## config.mk

```make
export PLATFORM = sky130hd
export DESIGN_NAME = mem_access_unit
export DESIGN_NICKNAME = d
export VERILOG_FILES = /design/src/rtl/mem_access_unit.sv
export SDC_FILE = /design/constraint.sdc
export NUM_CORES = 1
export LEC_CHECK = 0
export BUFFER_PORTS_ARGS = -buffer_cell sky130_fd_sc_hd__buf_2
export CORE_AREA = 2 2 121 123
export DETAILED_ROUTE_END_ITERATION = 10
export DIE_AREA = 0 0 123 125
export GPL_TIMING_DRIVEN = 0
export PLACE_DENSITY = 0.81
export SETUP_SLACK_MARGIN = 0.5
export SLEW_MARGIN = 10
export SYNTH_ARGS = -nofsm -noshare
export SYNTH_HDL_FRONTEND = slang
export SYNTH_SLANG_ARGS = --single-unit
export TNS_END_PERCENT = 30
```

## constraint.sdc

```tcl
create_clock -name clock -period 3.7 [get_ports clock]
set_input_delay 0.37 -clock clock [delete_from_list [all_inputs] [get_ports clock]]
set_output_delay 0.37 -clock clock [all_outputs]
set_load 0.01 [all_outputs]
```

## src/rtl/mem_access_unit.sv

```systemverilog
// Memory-stage controller: turns EX/MEM load/store fields into a req/ack access
// on a multi-cycle data memory, stalling the pipeline front until it completes.
//
// state  | meaning
// S_IDLE | examine EX/MEM fields; launch an access, flag an error, or pass through
// S_WAIT | request held on the memory bus until memAck or timeout
// S_DONE | one-cycle completion; captured data moves to MEM/WB
module mem_access_unit #(
    parameter int TIMEOUT = 16
) (
    input  logic        clock,
    input  logic        reset_n,
    input  logic [31:0] inResult,
    input  logic [31:0] inReadRegister2,
    input  logic        inMemRead,
    input  logic        inMemWrite,
    output logic        stall,
    output logic        memReq,
    output logic        memWe,
    output logic [31:0] memAddr,
    output logic [31:0] memWdata,
    input  logic [31:0] memRdata,
    input  logic        memAck,
    output logic [31:0] outResult,
    output logic [31:0] outReadData,
    output logic        outMemRead,
    output logic [2:0]  errFlags
);

    typedef enum logic [1:0] {S_IDLE, S_WAIT, S_DONE} state_t;

    localparam logic [7:0] LAST_WAIT = 8'(TIMEOUT - 1);

    state_t      state;
    logic [7:0]  waitCount;
    logic [31:0] capData;
    logic        oneReq;
    logic        aligned;
    logic        accept;

    assign oneReq  = inMemRead ^ inMemWrite;
    assign aligned = (inResult[1:0] == 2'b00);
    assign accept  = (state == S_IDLE) && oneReq && aligned;
    // Gated by reset_n so the pipeline is never frozen while reset is held.
    assign stall   = reset_n && (accept || (state == S_WAIT));

    always_ff @(posedge clock or negedge reset_n) begin
        if (!reset_n) begin
            state       <= S_IDLE;
            waitCount   <= 8'd0;
            capData     <= 32'd0;
            memReq      <= 1'b0;
            memWe       <= 1'b0;
            memAddr     <= 32'd0;
            memWdata    <= 32'd0;
            outResult   <= 32'd0;
            outReadData <= 32'd0;
            outMemRead  <= 1'b0;
            errFlags    <= 3'b000;
        end else begin
            if (!stall) begin
                outResult   <= inResult;
                outMemRead  <= inMemRead;
                outReadData <= (state == S_DONE) ? capData : 32'd0;
            end
            case (state)
                S_IDLE: begin
                    if (inMemRead && inMemWrite) begin
                        errFlags[2] <= 1'b1;
                    end else if (oneReq && !aligned) begin
                        errFlags[0] <= 1'b1;
                    end else if (oneReq) begin
                        memReq    <= 1'b1;
                        memWe     <= inMemWrite;
                        memAddr   <= {inResult[31:2], 2'b00};
                        memWdata  <= inReadRegister2;
                        waitCount <= 8'd0;
                        state     <= S_WAIT;
                    end
                end
                S_WAIT: begin
                    // An ack on the last allowed cycle still wins over the timeout.
                    if (memAck) begin
                        capData <= memWe ? 32'd0 : memRdata;
                        memReq  <= 1'b0;
                        state   <= S_DONE;
                    end else if (waitCount == LAST_WAIT) begin
                        errFlags[1] <= 1'b1;
                        capData     <= 32'd0;
                        memReq      <= 1'b0;
                        state       <= S_DONE;
                    end else begin
                        waitCount <= waitCount + 8'd1;
                    end
                end
                S_DONE:  state <= S_IDLE;
                default: state <= S_IDLE;
            endcase
        end
    end

endmodule

```

==> results_dict.tcl <==
set metrics [dict create \
    status "finished, final reports clean" \
    core_um2 14200 \
    gp_congestion 0.803 \
    cts_num_sinks 174 \
    dp_cells 906 \
    die-area_um2 15400 \
    synth_area_leaders "dfrtp_1, mux2_2, mux2_4" \
    antenna_found_initial 2 \
    syn2layout_area_growth_pct 31.2 \
    firstDrtPassIters 5 \
    portBuffers 232 \
    ant_nets 0 \
    synth_ff_type "dfrtp_1" \
    critPathKind "input pin to primary output" \
    routed_wl_um 16800 \
    nets 846 \
    final_cells 942 \
    dp_hpwl_um 12200 \
    final_cell_mix "buf_2, dfrtp_1, mux2_2" \
    min_period_ps 2880 \
    dpl_cell_area_um2 8330 \
    setup_viol 0 \
    path_buf_inv 5 \
    clk_pin_slew_ps 60 \
    cts_buffers 17 \
    synth_cell_types 34 \
    yosysWarningCount 0 \
    drive_above_1_share_pct 49.7 \
    syn-instance-count 488 \
    htree_levels 4 \
    start_util_pct 48.6 \
    grt_pass1_wl_um 26100 \
    cts_tree "built" \
    hold_viol 0 \
    critPathMaxStageDelay_ps 560 \
    synthArstFlopShare_pct 100 \
    vias 4940 \
    finalInstanceArea_um2 9050 \
    synth.yosys.seq_area_share_pct 63.1 \
    fin_skew_ps 10.3 \
    grt_max_degree 92 \
    netlist.area_leader.share_pct 63.1 \
    crit_path_start_kind "input pin" \
    final_common_cell "buf_2" \
    clkLatencyLatePin_ps 420 \
    cp.depth 6 \
    fp.dieH_um 125 \
    timing.fmax_mhz 348 \
    avgSynthCellArea_um2 14.1 \
    yosys.area.top_type "dfrtp_1" \
    p_leak_nw 4.58 \
    maxSlewHeadroom_pct 54.5 \
    first_iter_violations 300 \
    worstPathCellList "dlygate4sd3_1 -> buf_8 -> nor3b_1 -> clkbuf_2 -> clkbuf_1 -> buf_2" \
    holdCritPathClass "input pin to register" \
    nFillCells 1046 \
    gr-total-overflow 0 \
    drc 0 \
    cpMaxStageDelayCell "dlygate4sd3_1" \
    ff2ff_path_depth 6 \
    hold_path_depth 2 \
    cp_data_required_time_ps 3330 \
    fp.dieW_um 123 \
    ir_drop_v 0.000456 \
    grt_setup_unrepaired "false" \
    grt_util_all_layers_pct 22.2 \
    tightest_slew_ps 682 \
    row_count 44 \
    synth_edf_count 0 \
    path_max_fanout 10 \
    cts_root_buffer "clkbuf_16" \
    arrival_ps 2510 \
    synth_seq_cells 174 \
    cap_violations 0 \
    fin_crit_sh_pct 77.7 \
    postCtsSetupBuffers 0 \
    via_per_inst 5.24 \
    crit_family "buffers and inverters" \
    power.density_nw_per_um2 648 \
    slew_violations 0 \
    wl_per_cell_um 17.8 \
    io_pins 236 \
    netlist_area_um2 6900 \
    endpoint_kind "primary output" \
    setup-tns-final_ps 0 \
    max-clock-path-buffers 2 \
    first_global_vias 4961 \
]
==> power by group <==
group	internal (mW)	switching [mW]	total (mW)
registers	2.35	0.257	2.61
logic	0.641	0.601	1.24
clock network	1.23	0.787	2.01
==> path summary, 6_finish.rpt <==
| check | from | slack, ps | to |
|---|---|---|---|
| worst max-delay path | reset_n | 820 | stall |
| worst min-delay path | inReadRegister2[26] | 180 | memWdata[26] |
| worst max register to register | state[0] | 1490 | memAddr[21] |
| worst min register to register | errFlags[2] | 460 | errFlags[2] |
| max in group asynchronous | reset_n | 2760 | outResult[5] |
| min in group asynchronous | reset_n | 560 | capData[17] |
==> worst register-to-register path, delay by kind of cell, from the launching register on <==
family | cells | cell delay [ps]
flops | 1 | 430
buf+inv | 3 | 490
mux | 1 | 310
simple gates | 2 | 860
==> sequential cells by signal, indices dropped and copies added (netlist names) <==
register	cells
errFlags	3
outMemRead	1
waitCount	8
memWe	1
memReq	1
outResult	32
state	2
outReadData	32
memWdata	32
memAddr	30
capData	32
==> through the flow <==
step	setup slack, ps	total power [mW]	util (%)	hold WS (ps)
global placement	-1650	3.81	58.4	442
finish	824	5.86	63.7	179
floorplan	1490	3.31	-	74.4
detailed placement	641	3.88	58.6	410
global route	622	6.17	63.7	159
CTS	512	5.91	63.7	155
==> synthesized netlist by cell type (all sizes together), types with 2 or more instances <==
master,n
nand2b,2
o21ai,37
nand4b,32
nor2b,4
inv,36
nor2,4
clkbuf,24
dfrtp,174
a21o,3
and3,3
nand3,5
a31oi,3
nand2,2
nor3b,3
mux2,97
a21oi,2
ha,2
buf,11
a22o,33
==> routing by layer <==
metal  vias up  track usage [%]  share of wire [%]
met2       211             35.9                 50
met1      2444             28.0                 41
met3        27             6.57                7.3
met4         0             8.62                1.9
met5         -                0                  0
li1       2258                -                  -
==> logic make-up (layout without fill, tap and decap cells) <==
group / count (synthesis) / count (layout) / share of synthesized area (%)
buffers and inverters: 71 / 338 / 4.50
AO/OA/AOI/OAI: 83 / 83 / 8.29
flip-flops: 174 / 174 / 63.1
other: 1 / 4 / 0.0544
multiplexers: 97 / 97 / 17.3
AND/OR/NAND/NOR: 60 / 60 / 6.40
adder cells (fa/ha/maj): 2 / 2 / 0.363
==> timing repair <==
item                                    in CTS  in global routing
endpoints found under the setup margin       0                  1
hold buffers                                 2                  0
hold endpoints to repair                    83                  0
resized for setup                            0                  2
==> area by class of cell <==
| class | count | area [um2] | share of cell area [%] |
|---|---|---|---|
| timing repair buffer | 235 | 1240 | 13.7 |
| multi-input combinational | 244 | 2240 | 24.7 |
| tap | 184 | 230 | 2.54 |
| buffer | 35 | 176 | 1.95 |
| sequential | 174 | 4350 | 48.1 |
| inverter | 36 | 135 | 1.49 |
| clock buffer | 17 | 425 | 4.70 |
| clock inverter | 15 | 250 | 2.77 |
| antenna | 2 | 5.00 | 0.0553 |
Power figures use the tool's default switching activity.
